===== config.mk =====
export PLATFORM = sky130hd
export DESIGN_NAME = condlogic_mc
export DESIGN_NICKNAME = d
export VERILOG_FILES = /design/src/rtl/condlogic_mc.sv
export SDC_FILE = /design/constraint.sdc
export NUM_CORES = 1
export LEC_CHECK = 0
export ABC_AREA = 1
export CAP_MARGIN = 15
export CELL_PAD_IN_SITES_DETAIL_PLACEMENT = 0
export CELL_PAD_IN_SITES_GLOBAL_PLACEMENT = 1
export CORE_ASPECT_RATIO = 1.2
export CORE_MARGIN = 2
export CORE_UTILIZATION = 38
export CTS_CLUSTER_DIAMETER = 80
export DETAILED_ROUTE_END_ITERATION = 10
export PLACE_DENSITY = 0.95
export SYNTH_ARGS = -nofsm -noshare
export SYNTH_HDL_FRONTEND = slang
export SYNTH_SLANG_ARGS = --single-unit

===== constraint.sdc =====
create_clock -name clk -period 2.3 [get_ports clk]
set_input_delay 0.46 -clock clk [delete_from_list [all_inputs] [get_ports clk]]
set_output_delay 0.46 -clock clk [all_outputs]
set_load 0.1 [all_outputs]

===== src/rtl/condlogic_mc.sv =====
// condlogic_mc -- conditional-execution unit for the multicycle ARM controller.
//
// Evaluates the held instruction's condition field against the architectural
// NZCV flags (stored here), gates the FSM's write requests with the condition
// captured one cycle earlier, and keeps two wrapping debug counters.
//
// Ports:
//   clk       in   system clock, rising edge
//   reset     in   asynchronous active-low reset
//   Cond      in   [3:0] Instr[31:28] of the held instruction
//   ALUFlags  in   [3:0] {N,Z,C,V} from the ALU this cycle
//   FlagW     in   [1:0] [1] update N,Z ; [0] update C,V
//   PCS       in   instruction writes PC
//   NextPC    in   fetch-cycle PC increment (ungated)
//   RegW      in   register-write request
//   MemW      in   memory-write request
//   IRWrite   in   fetch strobe
//   PCWrite   out  gated PC enable
//   RegWrite  out  gated register-file write
//   MemWrite  out  gated memory write
//   CondEx    out  combinational condition result
//   Flags     out  [3:0] architectural {N,Z,C,V}
//   FetchCnt  out  [CNT_W-1:0] fetches since reset (wraps)
//   SkipCnt   out  [CNT_W-1:0] condition-failed instructions (wraps)

module condlogic_mc #(
   parameter int CNT_W = 16
) (
   input  logic             clk,
   input  logic             reset,
   input  logic [3:0]       Cond,
   input  logic [3:0]       ALUFlags,
   input  logic [1:0]       FlagW,
   input  logic             PCS,
   input  logic             NextPC,
   input  logic             RegW,
   input  logic             MemW,
   input  logic             IRWrite,
   output logic             PCWrite,
   output logic             RegWrite,
   output logic             MemWrite,
   output logic             CondEx,
   output logic [3:0]       Flags,
   output logic [CNT_W-1:0] FetchCnt,
   output logic [CNT_W-1:0] SkipCnt
);

   logic [3:0]       flags_reg;
   logic             cond_ex_delayed_reg;
   logic             dec_pend_reg;
   logic [CNT_W-1:0] fetch_cnt_reg;
   logic [CNT_W-1:0] skip_cnt_reg;
   logic             cond_ex;

   logic flag_n, flag_z, flag_c, flag_v, ge;
   assign flag_n = flags_reg[3];
   assign flag_z = flags_reg[2];
   assign flag_c = flags_reg[1];
   assign flag_v = flags_reg[0];
   assign ge     = (flag_n == flag_v);

   always_comb begin
      cond_ex = 1'b1;
      case (Cond)
         4'b0000: cond_ex = flag_z;
         4'b0001: cond_ex = ~flag_z;
         4'b0010: cond_ex = flag_c;
         4'b0011: cond_ex = ~flag_c;
         4'b0100: cond_ex = flag_n;
         4'b0101: cond_ex = ~flag_n;
         4'b0110: cond_ex = flag_v;
         4'b0111: cond_ex = ~flag_v;
         4'b1000: cond_ex = flag_c & ~flag_z;
         4'b1001: cond_ex = ~flag_c | flag_z;
         4'b1010: cond_ex = ge;
         4'b1011: cond_ex = ~ge;
         4'b1100: cond_ex = ~flag_z & ge;
         4'b1101: cond_ex = flag_z | ~ge;
         default: cond_ex = 1'b1;   // AL and 1111 both unconditional
      endcase
   end

   // Flag halves update independently; a failed condition blocks both.
   always_ff @(posedge clk or negedge reset) begin
      if (!reset) begin
         flags_reg <= 4'b0000;
      end else begin
         if (FlagW[1] && cond_ex) flags_reg[3:2] <= ALUFlags[3:2];
         if (FlagW[0] && cond_ex) flags_reg[1:0] <= ALUFlags[1:0];
      end
   end

   // The decode-cycle condition is held here so later multicycle states keep
   // using it even after the same instruction has rewritten the flags.
   always_ff @(posedge clk or negedge reset) begin
      if (!reset) begin
         cond_ex_delayed_reg <= 1'b0;
         dec_pend_reg        <= 1'b0;
      end else begin
         cond_ex_delayed_reg <= cond_ex;
         dec_pend_reg        <= IRWrite;   // back-to-back fetches keep it set
      end
   end

   always_ff @(posedge clk or negedge reset) begin
      if (!reset) begin
         fetch_cnt_reg <= '0;
         skip_cnt_reg  <= '0;
      end else begin
         if (IRWrite)
            fetch_cnt_reg <= fetch_cnt_reg + 1'b1;
         if (dec_pend_reg && !cond_ex)
            skip_cnt_reg <= skip_cnt_reg + 1'b1;
      end
   end

   // NextPC is deliberately ungated: the fetch increment happens regardless.
   assign PCWrite  = (PCS & cond_ex_delayed_reg) | NextPC;
   assign RegWrite = RegW & cond_ex_delayed_reg;
   assign MemWrite = MemW & cond_ex_delayed_reg;
   assign CondEx   = cond_ex;
   assign Flags    = flags_reg;
   assign FetchCnt = fetch_cnt_reg;
   assign SkipCnt  = skip_cnt_reg;

endmodule


**Word-level counts from Yosys, hierarchy flattened**

Cells that the tools add are included.

- Add/subtract/negate cells: 2
- Multipliers: 0
- Divide/modulo/power cells: 0
- $lt $le $gt $ge: 0
- Equal/unequal tests: 14
- Shift operators: 0
- Muxes and demuxes: 1
- Bitwise operators: 13
- Reductions and logical operators: 5

Operators by type and width:

| kind | count |
|---|---|
| $add A16 B1 Y16 const B | 2 |
| $eq A4 B4 Y1 const B | 6 |
| $eq A4 B3 Y1 const B | 4 |
| $pmux W1 S14 | 1 |
| $eq A4 B2 Y1 const B | 2 |
| $and A1 B1 Y1 | 5 |
| $not A1 Y1 | 5 |
| $eq A4 B1 Y1 const B | 1 |
| $logic_not A4 Y1 | 1 |
| $logic_and A1 B1 Y1 | 3 |
| $or A1 B1 Y1 | 3 |
| $eq A1 B1 Y1 | 1 |
| $logic_not A1 Y1 | 1 |

- Register bits: 38
- Latch bits: 0
- Memory bits (writable): 0
- ROM bits: 0
- Bits of input ports: 17
- Output and inout port bits: 40
- Logic and storage cells: 41
- Memories kept: 0

**Depth between registers and ports, before layout**

Gate-level depths: netlist (run 1).

- Depth in word-level cells: 6
- Depth in mapped cells: 11
- Depth with buffers taken out: 11

**Least setup slack after synthesis (run 1)**

No wires, ideal clock.

- Path type: register -> output
- Start point: register flags_reg[0] (netlist: Flags[0])
- End point: output CondEx
- Arrival: 1950 ps
- Data required time: 1840 ps
- Setup slack: -110 ps
- Cell stages (with the launch flop): 7
- Buffers on the path: 0
- Path through: dfrtp_1 -> nand2_1 -> nand3_1 -> nand3_1 -> nand2_1 -> nor2_1 -> nand2_2

- Longest elaborated chain between the ends: 4
- Elaborated cells between the ends (all ways): 6
- Classes of those cells: eq/ne: 1; mux: 1; bitwise: 4

Ends and longest elaborated chain:

| what | line | source |
|---|---|---|
| start, declared | 48 | `logic [3:0] flags_reg;` |
| start signal, assigned | 89 | `if (FlagW[0] && cond_ex) flags_reg[1:0] <= ALUFlags[1:0];` |
| $eq A1 B1 Y1 | 60 | `assign ge = (flag_n == flag_v);` |
| $not A1 Y1 | 76, 78 |  |
| $or A1 B1 Y1 | 78 | `4'b1101: cond_ex = flag_z \| ~ge;` |
| $pmux W1 S14 * | 64 | `case (Cond)` |
| end, declared | 42 | `output logic CondEx,` |

Mark *: on every way between the ends. The rest lies on a longest branch, timed or not.

**Worst setup path in the final report (run 1)**

- Start point: input Cond[1]
- End point: output CondEx

- Longest elaborated chain between the ends: 2
- Elaborated cells between the ends (all ways): 15
- Classes of those cells: eq/ne: 13; mux: 1; reduce/logical: 1

Ends and longest elaborated chain:

| what | line | source |
|---|---|---|
| start, declared | 31 | `input logic [3:0] Cond,` |
| $eq A4 B4 Y1, or another cell as far along | 64 |  |
| $pmux W1 S14 * | 64 |  |

Marked as above.

==> out/metrics.csv, run 1 <==
metric,value,unit
H-tree levels,2,
Final Hold Viols,0,
DR WL/cell,12.2,µm
dominant synthesized flop cell,dfrtp_1,
Die Wd,73.5,µm
"Arr. time, crit path",1.60,ns
global-route wire length before repair,8580,µm
design area,2940,µm²
sequential share of the synthesized area,43.1,%
Syn Inst Count,287,
Synth-to-Final Area Change,33.4,%
total track usage,16.9,%
largest net degree at the start of global routing,33,
Vias per Instance,4.86,
slew margin rel.,74.8,%
pre-CTS setup slack,-0.00760,ns
worst-path fanout max,7,
IO Count,57,
RSZ-0062 raised after global routing,false,
Total Wirelength,5060,µm
worst hold-check path type,reg2reg,
core area,5630,µm²
Synth area leader,dfrtp_1,
Mapped Avg Cell Area,7.68,µm²
CTS tree,done,
synthesized area,2200,µm²
layout cells sized above 1,22.2,%
post-synthesis async set-or-reset flop share,100,%
ANT cells,0,
Syn Nets,306,
Static Leak,1.56,nW
Slew @ Worst Pin,0.375,ns
worst hold margin,0.515,ns
DR iter-0 viols,88,
routed vias,2021,
GRT overflow,0,
top cell type's share of synthesized area,43.1,%
Fmax achieved,0.486,GHz
Setup Skew,0.00495,ns
total CTS buffers,5,
antenna violations before repair,0,
overall power,3.43,mW
"top cells by area, synth","dfrtp_1 43%, nand2_1 17%, nand3_1 7.0%, xor2_1 5.6%, inv_1 4.3%",
yosys warns,0,
synth unique cells,28,
DRT Pass-1 Iters,4,
DRT antenna net count,0,
Worst VDD drop,1010,µV
Worst Setup End Kind,primary output,
post-CTS setup buffer count,0,
clk sinks,38,
fin crit period,2.06,ns
clock latency on the worst-skew pair,0.29,ns
Final #Nets,370,
CTS max path bufs,2,
critical path required time,1.84,ns
initial core utilization,39.2,%
clock root buffer,clkbuf_8,
status,finished clean,
Tcrit/Tclk final,89.5,%
count of port buffers added during placement,56,
Power per Cell Area,1170,nW/µm²
Post-synth EDFFs,0,
Clock Pin Slew Worst Setup and Hold Paths,0.08,ns
DRC,0,
post-synthesis register bit count,38,
CP Launch Type,primary input,
final worst slack,0.242,ns
die area,6430,µm²
Slew Limit Fails,0,
Post-DP Area,2810,µm²
number of placement rows,30,
maxcap violations,0,
critical path class,in2out,
Final Setup Violations,0,
vias in the first global route,1939,
GPL Wtd Cong,0.866,
Die H,87.4,µm
Detail Placement HPWL,3680,µm
[what timing repair did]
item	in CTS	in global routing
hold endpoints to repair	3	0
hold buffers	1	0
resized for setup	1	4
endpoints found under the setup margin	1	1
[cells by family after synthesis]
family	after synthesis	synth area share, %
simple gates	185	38.4
flops	38	43.1
buf+inv	35	7.15
xor+xnor	22	8.74
compound gates	5	1.42
fa+ha+maj	2	1.13
[worst paths after layout]
kind / from / endpoint / slack, ns / cells after the start
worst min-delay path: FetchCnt[14] / FetchCnt[14] / 0.52 / 1
worst min register to register: FetchCnt[14] / FetchCnt[14] / 0.52 / 1
max in group asynchronous: reset / Flags[2] / 1.31 / 3
worst max-delay path: Cond[1] / CondEx / 0.24 / 9
worst max register to register: SkipCnt[0] / SkipCnt[14] / 0.62 / 9
min in group asynchronous: reset / SkipCnt[10] / 0.55 / 2
[metal layers]
layer	part of all wire (%)	routed length, µm	vias to the layer above	global-route usage, %
li1	-	-	1034	-
met2	49	2470	54	29.2
met1	44	2250	925	20.4
met4	1.9	95	0	6.94
met5	0	0	-	0
met3	4.7	237	8	3.36
[Yosys cell counts, types with 5 or more instances]
library cell	number
inv_1	25
nand3b_1	5
nand3_2	5
nand2_1	98
xor2_1	14
nand4_1	8
nor2_1	23
dfrtp_1	38
xnor2_1	8
nand2_2	5
nand3_1	31
[worst max-delay path, cell delays in order]
cell and delay [ns]:
dlygate4sd2_1 0.36, inv_2 0.09, nand2_2 0.08, nand3_1 0.08
nand3_2 0.10, inv_1 0.04, nor2_1 0.12, nand2_2 0.09
buf_12 0.17
[cell type report]
type | instances | area [µm²]
clock buffer | 5 | 68.8
clock inverter | 3 | 45.0
fill | 546 | 2690
inverter | 28 | 105
multi-input combinational | 214 | 1100
sequential | 38 | 956
tap | 64 | 80.1
timing repair buffer | 64 | 587
[per-stage QoR]
step,TNS (ns),instances,util [%]
after CTS,0,416,52.0
after global placement,0,407,49.9
after floorplan,0,287,-
final,0,416,52.2
after detailed placement,-0.00760,407,49.9
after global routing,0,416,52.2
[power by group]
| part | leakage, nW | total (mW) | internal (mW) | switching (mW) |
|---|---|---|---|---|
| combinational | 1.01 | 1.86 | 0.432 | 1.42 |
| clock | 0.0504 | 0.578 | 0.323 | 0.256 |
| sequential | 0.498 | 0.999 | 0.807 | 0.192 |
[cell usage in the layout (no fill, tap or decap), types with 8 or more instances in the layout]
cell	count
clkdlybuf4s50_1	11
xor2_1	14
buf_4	42
inv_1	25
nand4_1	8
dfrtp_1	34
xnor2_1	8
nand2_1	98
nand3_1	31
nor2_1	23
No activity file was read; power rests on OpenSTA's default activity.
==> run 2, diff against run 1 <==
--- a/config.mk
+++ b/config.mk
@@ -13,6 +13,7 @@
 export CORE_MARGIN = 2
 export CORE_UTILIZATION = 38
 export CTS_CLUSTER_DIAMETER = 80
+export CTS_CLUSTER_SIZE = 16
 export DETAILED_ROUTE_END_ITERATION = 10
 export PLACE_DENSITY = 0.95
 export SYNTH_ARGS = -nofsm -noshare
==> results of run 2 <==
Final layout, timing and power as in run 1 (identical DEF).
